### src/rtl/config_stream_transmitter.sv
// config_stream_transmitter: collects host configuration frames byte by byte and
// replays each completed frame as one contiguous configId/configData burst, after
// tracing has been dropped and the datapath has had time to drain.
//
// Host handshake (cfg_valid/cfg_ready): a byte moves on a rising clk edge where
// both are high. cfg_ready depends only on registered state and reset, never on
// cfg_valid. While cfg_valid is high and cfg_ready is low, the host holds
// cfg_byte, cfg_target_id and cfg_last stable.
module config_stream_transmitter #(
  parameter logic [7:0] IDLE_ID        = 8'hFF,
  parameter int         BUF_DEPTH      = 128,
  parameter int         DESC_DEPTH     = 4,
  parameter int         MAX_FRAME      = 64,
  parameter int         QUIESCE_CYCLES = 4
) (
  input  logic       clk,
  input  logic       reset,
  input  logic       cfg_valid,
  output logic       cfg_ready,
  input  logic [7:0] cfg_byte,
  input  logic [7:0] cfg_target_id,
  input  logic       cfg_last,
  input  logic       tracing_req,
  output logic       tracing,
  output logic [7:0] configId,
  output logic [7:0] configData,
  output logic       busy,
  output logic       frame_err,
  output logic [1:0] state_dbg
);

  localparam int BUF_AW  = $clog2(BUF_DEPTH);
  localparam int DESC_AW = $clog2(DESC_DEPTH);
  localparam int BCNT_W  = $clog2(BUF_DEPTH + 1);
  localparam int DCNT_W  = $clog2(DESC_DEPTH + 1);
  localparam int LEN_W   = $clog2(MAX_FRAME + 1);
  localparam int QCNT_W  = $clog2(QUIESCE_CYCLES + 2);

  localparam logic [BCNT_W-1:0] BUF_FULL     = BCNT_W'(BUF_DEPTH);
  localparam logic [DCNT_W-1:0] DESC_FULL    = DCNT_W'(DESC_DEPTH);
  localparam logic [LEN_W-1:0]  MAX_LEN      = LEN_W'(MAX_FRAME);
  localparam logic [LEN_W-1:0]  LEN_ONE      = LEN_W'(1);
  localparam logic [QCNT_W-1:0] QUIESCE_LOAD = QCNT_W'(QUIESCE_CYCLES);
  localparam logic [QCNT_W-1:0] QCNT_ONE     = QCNT_W'(1);

  typedef enum logic [1:0] {
    S_IDLE    = 2'd0,
    S_QUIESCE = 2'd1,
    S_SEND    = 2'd2,
    S_GAP     = 2'd3
  } state_t;

  // Byte buffer and descriptor FIFO storage (no reset needed: guarded by counts).
  logic [7:0]       buf_mem      [BUF_DEPTH];
  logic [7:0]       desc_id_mem  [DESC_DEPTH];
  logic [LEN_W-1:0] desc_len_mem [DESC_DEPTH];

  // FSM and bus output registers.
  state_t            state_q, state_d;
  logic [QCNT_W-1:0] qcnt_q, qcnt_d;
  logic [LEN_W-1:0]  send_cnt_q, send_cnt_d;
  logic [7:0]        cfg_id_q, cfg_id_d;
  logic [7:0]        cfg_data_q, cfg_data_d;
  logic              tracing_q, tracing_d;

  // Buffer / descriptor bookkeeping.
  logic [BUF_AW-1:0]  buf_wr_ptr_q, buf_wr_ptr_d;
  logic [BUF_AW-1:0]  buf_rd_ptr_q, buf_rd_ptr_d;
  logic [BCNT_W-1:0]  bytes_stored_q, bytes_stored_d;
  logic [DESC_AW-1:0] desc_wr_ptr_q, desc_wr_ptr_d;
  logic [DESC_AW-1:0] desc_rd_ptr_q, desc_rd_ptr_d;
  logic [DCNT_W-1:0]  frames_queued_q, frames_queued_d;

  // Frame currently being assembled from the host.
  logic             in_frame_q, in_frame_d;
  logic [7:0]       cur_id_q, cur_id_d;
  logic [LEN_W-1:0] cur_len_q, cur_len_d;
  logic             frame_err_q, frame_err_d;

  logic             accept, first_byte, room, store, overflow, desc_push;
  logic [7:0]       frame_id;
  logic [LEN_W-1:0] frame_len;
  logic             buf_pop, desc_pop;
  logic [7:0]       head_id, head_byte;
  logic [LEN_W-1:0] head_len;

  assign cfg_ready  = !reset && (bytes_stored_q < BUF_FULL) && (frames_queued_q < DESC_FULL);
  assign head_id    = desc_id_mem[desc_rd_ptr_q];
  assign head_len   = desc_len_mem[desc_rd_ptr_q];
  assign head_byte  = buf_mem[buf_rd_ptr_q];

  assign tracing    = tracing_q;
  assign configId   = cfg_id_q;
  assign configData = cfg_data_q;
  assign frame_err  = frame_err_q;
  assign busy       = (state_q != S_IDLE) || (frames_queued_q != '0);
  assign state_dbg  = state_q;

  // Host side: latch target on the first byte, count length, drop bytes past MAX_FRAME.
  always_comb begin
    accept     = cfg_valid & cfg_ready;
    first_byte = !in_frame_q;
    room       = first_byte || (cur_len_q < MAX_LEN);
    store      = accept & room;
    overflow   = accept & !room;
    desc_push  = accept & cfg_last;
    frame_id   = first_byte ? cfg_target_id : cur_id_q;
    if (first_byte)  frame_len = LEN_ONE;
    else if (room)   frame_len = cur_len_q + LEN_ONE;
    else             frame_len = cur_len_q;

    in_frame_d  = in_frame_q;
    cur_id_d    = cur_id_q;
    cur_len_d   = cur_len_q;
    frame_err_d = frame_err_q | overflow;
    if (accept) begin
      in_frame_d = !cfg_last;
      cur_id_d   = frame_id;
      cur_len_d  = frame_len;
    end
  end

  // Sequencer: outputs are computed one cycle ahead so every bus signal is a flop.
  always_comb begin
    state_d    = state_q;
    qcnt_d     = qcnt_q;
    send_cnt_d = send_cnt_q;
    cfg_id_d   = IDLE_ID;
    cfg_data_d = 8'h00;
    tracing_d  = 1'b0;
    buf_pop    = 1'b0;
    desc_pop   = 1'b0;
    case (state_q)
      S_IDLE: begin
        tracing_d = tracing_req;
        // A frame completing this very cycle counts, so tracing drops at t+1.
        if ((frames_queued_q != '0) || desc_push) begin
          tracing_d = 1'b0;
          qcnt_d    = QUIESCE_LOAD;
          state_d   = S_QUIESCE;
        end
      end
      S_QUIESCE: begin
        if (qcnt_q == '0) begin
          buf_pop    = 1'b1;
          cfg_id_d   = head_id;
          cfg_data_d = head_byte;
          send_cnt_d = LEN_ONE;
          state_d    = S_SEND;
        end else begin
          qcnt_d = qcnt_q - QCNT_ONE;
        end
      end
      S_SEND: begin
        if (send_cnt_q < head_len) begin
          buf_pop    = 1'b1;
          cfg_id_d   = head_id;
          cfg_data_d = head_byte;
          send_cnt_d = send_cnt_q + LEN_ONE;
        end else begin
          desc_pop = 1'b1;
          state_d  = S_GAP;
        end
      end
      S_GAP: begin
        // Pipeline is already drained, so a queued frame goes straight out.
        if (frames_queued_q != '0) begin
          buf_pop    = 1'b1;
          cfg_id_d   = head_id;
          cfg_data_d = head_byte;
          send_cnt_d = LEN_ONE;
          state_d    = S_SEND;
        end else begin
          state_d = S_IDLE;
        end
      end
      default: state_d = S_IDLE;
    endcase
  end

  // Pointer and occupancy updates; simultaneous push and pop net out exactly.
  always_comb begin
    buf_wr_ptr_d    = buf_wr_ptr_q + BUF_AW'(store);
    buf_rd_ptr_d    = buf_rd_ptr_q + BUF_AW'(buf_pop);
    bytes_stored_d  = bytes_stored_q + BCNT_W'(store) - BCNT_W'(buf_pop);
    desc_wr_ptr_d   = desc_wr_ptr_q + DESC_AW'(desc_push);
    desc_rd_ptr_d   = desc_rd_ptr_q + DESC_AW'(desc_pop);
    frames_queued_d = frames_queued_q + DCNT_W'(desc_push) - DCNT_W'(desc_pop);
  end

  // FSM state and registered bus outputs.
  always_ff @(posedge clk or posedge reset) begin
    if (reset) begin
      state_q    <= S_IDLE;
      qcnt_q     <= '0;
      send_cnt_q <= '0;
      cfg_id_q   <= IDLE_ID;
      cfg_data_q <= 8'h00;
      tracing_q  <= 1'b0;
    end else begin
      state_q    <= state_d;
      qcnt_q     <= qcnt_d;
      send_cnt_q <= send_cnt_d;
      cfg_id_q   <= cfg_id_d;
      cfg_data_q <= cfg_data_d;
      tracing_q  <= tracing_d;
    end
  end

  // Pointers, counts and the in-progress frame; reset discards everything buffered.
  always_ff @(posedge clk or posedge reset) begin
    if (reset) begin
      buf_wr_ptr_q    <= '0;
      buf_rd_ptr_q    <= '0;
      bytes_stored_q  <= '0;
      desc_wr_ptr_q   <= '0;
      desc_rd_ptr_q   <= '0;
      frames_queued_q <= '0;
      in_frame_q      <= 1'b0;
      cur_id_q        <= 8'h00;
      cur_len_q       <= '0;
      frame_err_q     <= 1'b0;
    end else begin
      buf_wr_ptr_q    <= buf_wr_ptr_d;
      buf_rd_ptr_q    <= buf_rd_ptr_d;
      bytes_stored_q  <= bytes_stored_d;
      desc_wr_ptr_q   <= desc_wr_ptr_d;
      desc_rd_ptr_q   <= desc_rd_ptr_d;
      frames_queued_q <= frames_queued_d;
      in_frame_q      <= in_frame_d;
      cur_id_q        <= cur_id_d;
      cur_len_q       <= cur_len_d;
      frame_err_q     <= frame_err_d;
    end
  end

  // Storage writes: a byte on every stored transfer, a descriptor on cfg_last.
  always_ff @(posedge clk) begin
    if (store) buf_mem[buf_wr_ptr_q] <= cfg_byte;
    if (desc_push) begin
      desc_id_mem[desc_wr_ptr_q]  <= frame_id;
      desc_len_mem[desc_wr_ptr_q] <= frame_len;
    end
  end

endmodule

### config.mk
export PLATFORM = sky130hd
export DESIGN_NAME = config_stream_transmitter
export DESIGN_NICKNAME = d
export VERILOG_FILES = /design/src/rtl/config_stream_transmitter.sv
export SDC_FILE = /design/constraint.sdc
export NUM_CORES = 1
export LEC_CHECK = 0
export CAP_MARGIN = 30
export CORE_MARGIN = 3
export CORE_UTILIZATION = 62
export DETAILED_ROUTE_END_ITERATION = 6
export PLACE_DENSITY = 0.86
export SYNTH_ARGS = -nofsm -noshare
export SYNTH_HDL_FRONTEND = slang
export SYNTH_SLANG_ARGS = --single-unit
### constraint.sdc
create_clock -name clk -period 12.3 [get_ports clk]
set_clock_uncertainty 0.1 [all_clocks]
set_input_delay 1.23 -clock clk [delete_from_list [all_inputs] [get_ports clk]]
set_output_delay 1.23 -clock clk [all_outputs]
set_load 0.03 [all_outputs]
# Yosys cells after proc, flatten, opt, wreduce, memory -nomap -nowiden
# Memory sizes are Yosys's and may differ from the RTL's.
# Index checks and enable logic that the tools add are counted.
# W data, S select, Z words.
word_totals:
  register_bits: 75
  mem_bits_rw: 1084
  out_inout_bits: 22
  wordCells: 101
  mem_count: 3
mem_list:
  columns: ["name", "words", "width", "read_ports", "rd_clocked_by_memory_dff", "wr", "line_no", "rtl"]
  rows:
  - ["buf_mem", 128, 8, 1, 0, 1, "54", "logic [7:0] buf_mem [BUF_DEPTH];"]
  - ["desc_id_mem", 4, 8, 1, 0, 1, "55", "logic [7:0] desc_id_mem [DESC_DEPTH];"]
  - ["desc_len_mem", 4, 7, 1, 0, 1, "56", "logic [LEN_W-1:0] desc_len_mem [DESC_DEPTH];"]
op_classes:
  n_addsub: 11
  n_lt_le_gt_ge: 4
  eq_ne: 9
  muxes: 35
  bitwise_logic: 5
  n_reduce_logical: 18
op_table:
  columns: ["operator", "count"]
  rows:
  - ["$mux W8", 7]
  - ["$pmux W8 S3", 2]
  - ["$mux W7", 5]
  - ["$pmux W7 S3", 1]
  - ["$add A7 B1 Y7", 2]
  - ["$add A7 B1 Y7 const B", 2]
  - ["$ne A2 B2 Y1 const B", 6]
  - ["$mux W1", 11]
  - ["$add A8 B1 Y8", 1]
  - ["$lt A8 B8 Y1 const B", 1]
  - ["$mux W2", 4]
  - ["$pmux W2 S4", 1]
  - ["$sub A8 B1 Y8", 1]
  - ["$lt A7 B7 Y1", 1]
  - ["$lt A7 B7 Y1 const B", 1]
  - ["$mux W3", 2]
  - ["$pmux W3 S2", 1]
  - ["$reduce_and A3 Y1", 2]
  - ["$reduce_bool A3 Y1", 2]
  - ["$add A2 B1 Y2", 2]
  - ["$and A1 B1 Y1", 4]
  - ["$eq A2 B2 Y1 const B", 2]
  - ["$logic_not A1 Y1", 4]
  - ["$reduce_and A4 Y1", 1]
  - ["12 further kinds", 16]

# Depth between registers and ports, before layout
depth:
  depth_word: 8
  ltp_mapped: 22
  depth_no_buf: 19

# Worst setup path after synthesis
# OpenSTA, ideal clock, no wires.
synth_timing:
  kind: "reg-to-reg"
  startpoint: "reg desc_rd_ptr_q[0]"
  endpoint: "reg bytes_stored_q[6]"
  setup_time_ps: 123
  arrival_ps: 4313
  required_ps: 12077
  setup_slack_ps: 7764
  stages_incl_launch_ff: 23
  cell_sequence: "dfrtp_1 -> buf_2 -> buf_1 -> mux4_2 -> inv_1 -> ha_1 -> a21o_1 -> a21oi_1 -> a21oi_1 -> a21o_1 -> inv_1 -> buf_2 -> ha_1 -> inv_1 -> ha_1 -> inv_1 -> fa_1 -> inv_1 -> a21oi_1 -> o21bai_1 -> a21o_1 -> a21oi_1 -> xnor2_1"
synth_between:
  elab_chain_len: 5
synth_rtl:
  columns: ["element", "line_no", "rtl"]
  rows:
  - ["start: declaration", "71", "logic [DESC_AW-1:0] desc_rd_ptr_q, desc_rd_ptr_d;"]
  - ["start signal: assignment", "228", "desc_rd_ptr_q <= desc_rd_ptr_d;"]
  - ["$mem_v2 Z4 W7", null, null]
  - ["$lt A7 B7 Y1", "155", "if (send_cnt_q < head_len) begin"]
  - ["$mux W1", "155", null]
  - ["$pmux W1 S3", "133", "case (state_q)"]
  - ["$sub A8 B1 Y8", "185", "bytes_stored_d = bytes_stored_q + BCNT_W'(store) - BCNT_W'(buf_pop);"]
  - ["named net bytes_stored_d[6]", "69", "logic [BCNT_W-1:0] bytes_stored_q, bytes_stored_d;"]
  - ["end signal: assignment", "226", "bytes_stored_q <= bytes_stored_d;"]
  - ["end: declaration", "69", null]
# The timed path passes the listed nets, and every way through them passes these cells.
# A chain may end at the register's enable or synchronous reset.

# Final worst setup path
layout_timing:
  startpoint: "reg desc_rd_ptr_q[1]"
  endpoint: "reg bytes_stored_q[6]"
# Same word-level chain as after synthesis.

==> impl_metrics.tcl <==
set metrics [dict create \
    drv_cap 0 \
    viasPerCell 7.01 \
    r2r_setup_slack_ns 7.40 \
    worst_path_most_repeated_cell "inv_1" \
    die_h_um 277 \
    worst_r2r_startpoint "desc_rd_ptr_q[1]" \
    firstDrtPassIters 6 \
    synth_area_leaders "edfxtp_1 71%, mux4_2 11%, dfrtp_1 3.7%" \
    min-delay-start "cur_id_q[3]" \
    cts_resized 0 \
    grt_antenna_before_repair 1 \
    async_flop_share 0.0647 \
    n_fill_cell 3914 \
    die_area_mm2 0.0768 \
    ir_drop_mv 0.210 \
    synth_edf_count 1084 \
    crit_path_start "desc_rd_ptr_q[1]" \
    cp_data_arrival_time_ns 5.32 \
    cts_tree "done" \
    ys_seq_area_frac 0.755 \
    crit_chain "mux4_2, inv_1, ha_1, a21o_1, a21oi_1, nand3_1, a21o_1, inv_1, buf_4, ha_1, inv_1, ha_1, inv_1, fa_1, inv_1, a21oi_1, o21bai_1, a21o_1, a21oi_1, xnor2_1" \
    critPathSlowestCell "dfrtp_1" \
    port_buffers 42 \
    cts_setup_buffers 0 \
    cts_sinks 1159 \
    min_period_ns 4.90 \
    tns_ns 0 \
    syn_area_mm2 0.0456 \
    hold_path_class "register to register" \
    syn_inst 2306 \
    finalSetupViolCount 0 \
    relSlewSlack 0.325 \
    crit_required_ns 12.72 \
    io_pins 43 \
    yosysUniqueCellTypes 64 \
    synth.avg_cell_area_um2 19.8 \
    fin_util 0.697 \
    cts_buffers 108 \
    start_util 0.631 \
    startpoint_type "register" \
    root_buffer "clkbuf_16" \
    status "finished clean" \
    syn_to_final_growth_pct 10.4 \
    drc_errors 0 \
    ys_warn_count 0 \
    drv_slew 0 \
    grt_max_degree 124 \
    drt-total-wl_mm 109 \
    p_leak_nw 16.4 \
    drive_gt1_frac 0.191 \
    synth.net_count 2355 \
    synth-seq-cells 1159 \
    max_freq_ghz 0.204 \
    reg2reg_to "bytes_stored_q[6]" \
    dp_hpwl_mm 61.7 \
    grt_pass1_vias 24300 \
    clockBufferDepth 3 \
    grt_use_total 0.284 \
    r2r_cells 20 \
    grt_pass1_wl_mm 162 \
    vias 23900 \
    place_congestion 0.882 \
    netlist.area_leader.share 0.714 \
    cpPeakStageDelay_ns 0.84 \
    final_hold_viol_count 0 \
    fp.dieW_um 277 \
    nNetsFinal 2425 \
    synth_ff_type "edfxtp_1" \
    clk_pin_slew_worst_paths_ns 0.07 \
    worst_slew_pin_slew_ns 1.01 \
    yosysTopAreaCell "edfxtp_1" \
    clock_latency_ns 0.67 \
    cp-endpoint "bytes_stored_q[6]" \
    post-place-ws_ns 7.22 \
    crit_type "register to register" \
    final.period_utilization 0.398 \
    power_density_mw_per_mm2 221 \
    hold_buffers 0 \
    rsz0062_at_grt "no" \
    h-tree-depth 3 \
    rows 98 \
    totalPowerFinal_mw 11.1 \
    ant_nets 0 \
    wire_per_inst_um 31.8 \
    drtIter0Drc 3647 \
    place_inst 3213 \
    instances_no_fill 3413 \
    hold_depth 2 \
    gr-total-overflow 0 \
    core-area_mm2 0.0722 \
    worstSetupEndpointType "register" \
    setup_slack_ns 7.40 \
    worstPathMaxFanout 21 \
]
-- critical path: cells and delay by family (launching register included) --
family                     cells  cell delay [ns]
AOI/OAI and AO/OA              7             1.26
xor gates and xnor gates       1             0.13
adders and majority gates      4             1.12
buffers and inverters          6             0.68
DFF                            1             0.84
muxes                          1             0.42
and+or+nand+nor                1             0.16
-- flip-flops by register name, summed over array words and instances (netlist names) --
signal,count
qcnt_q,3
tracing,1
send_cnt_q,7
frame_err,1
cur_id_q,8
state_dbg,2
buf_mem,1024
in_frame_q,1
desc_wr_ptr_q,2
desc_rd_ptr_q,2
frames_queued_q,3
buf_rd_ptr_q,7
buf_wr_ptr_q,7
bytes_stored_q,8
configId,8
configData,8
desc_id_mem,32
desc_len_mem,28
cur_len_q,7
-- final cells by class --
cell class | count | area [um2] | area share
clock buffer | 135 | 2860 | 0.0568
tap | 950 | 1190 | 0.0236
antenna | 1 | 2.50 | 0.0000497
sequential | 1159 | 34400 | 0.684
inverter | 34 | 129 | 0.00256
multi-input combinational | 991 | 10400 | 0.206
timing repair buffer | 82 | 781 | 0.0155
clock inverter | 61 | 569 | 0.0113
-- cell usage after synthesis (all sizes together) (27+ instances only) --
| library cell | number |
|---|---|
| a22o | 27 |
| nand2 | 79 |
| mux2i | 114 |
| a211oi | 38 |
| a22oi | 33 |
| mux4 | 224 |
| a21oi | 29 |
| buf | 73 |
| inv | 34 |
| edfxtp | 1084 |
| clkbuf | 49 |
| nor2 | 158 |
| dfrtp | 67 |
-- kinds of logic after synthesis --
family / Yosys count / synth area share
flip-flops: 1159 / 0.755
multiplexers: 359 / 0.141
AND/OR/NAND/NOR: 341 / 0.0336
AO/OA/AOI/OAI: 239 / 0.0391
buffers and inverters: 156 / 0.0185
adder cells (fa/ha/maj): 28 / 0.00801
XOR/XNOR: 24 / 0.00461
-- per-stage QoR --
stage,hold WS [ns],instance area [um2]
2_1_floorplan,0.340,45600
3_3_place_gp,0.351,46800
3_5_place_dp,0.362,46800
4_1_cts,0.385,50300
5_1_grt,0.401,50300
6_report,0.376,50300
-- worst min path at each step --
stage	to	slack, ns
after detailed placement	cur_id_q[4]	0.36
after floorplan	cur_id_q[0]	0.34
after global routing	bytes_stored_q[0]	0.40
after CTS	cur_id_q[3]	0.38
after global placement	cur_id_q[4]	0.35
final	cur_id_q[3]	0.38
-- layer usage --
| layer | track usage | wire length [um] |
|---|---|---|
| met1 | 0.394 | 37600 |
| met2 | 0.449 | 52800 |
| met3 | 0.0689 | 13900 |
| met4 | 0.103 | 4320 |
| met5 | 0 | 0 |
-- placed cells by master (no fill, tap or decap), types with 21 or more instances in the layout --
cell type	Yosys	routed
a211oi_1	38	38
a21oi_1	29	29
a22o_1	27	27
a22oi_1	33	33
buf_4	9	42
clkbuf_1	49	24
clkbuf_16	0	110
clkdlybuf4s50_1	0	34
clkinv_1	0	25
dfrtp_1	67	64
edfxtp_1	1084	1084
ha_1	26	26
inv_1	34	33
mux2_2	21	21
mux2i_1	114	114
mux4_2	224	224
nand2_1	79	79
nand3_1	25	23
nor2_1	158	157
o22ai_1	23	23
-- power by group --
part | switching [mW] | internal, mW | total [mW]
registers | 0.219 | 4.47 | 4.68
logic | 1.85 | 1.31 | 3.16
clock network | 1.44 | 1.83 | 3.27
total | 3.50 | 7.61 | 11.1
(Power assumes the default switching activity.)
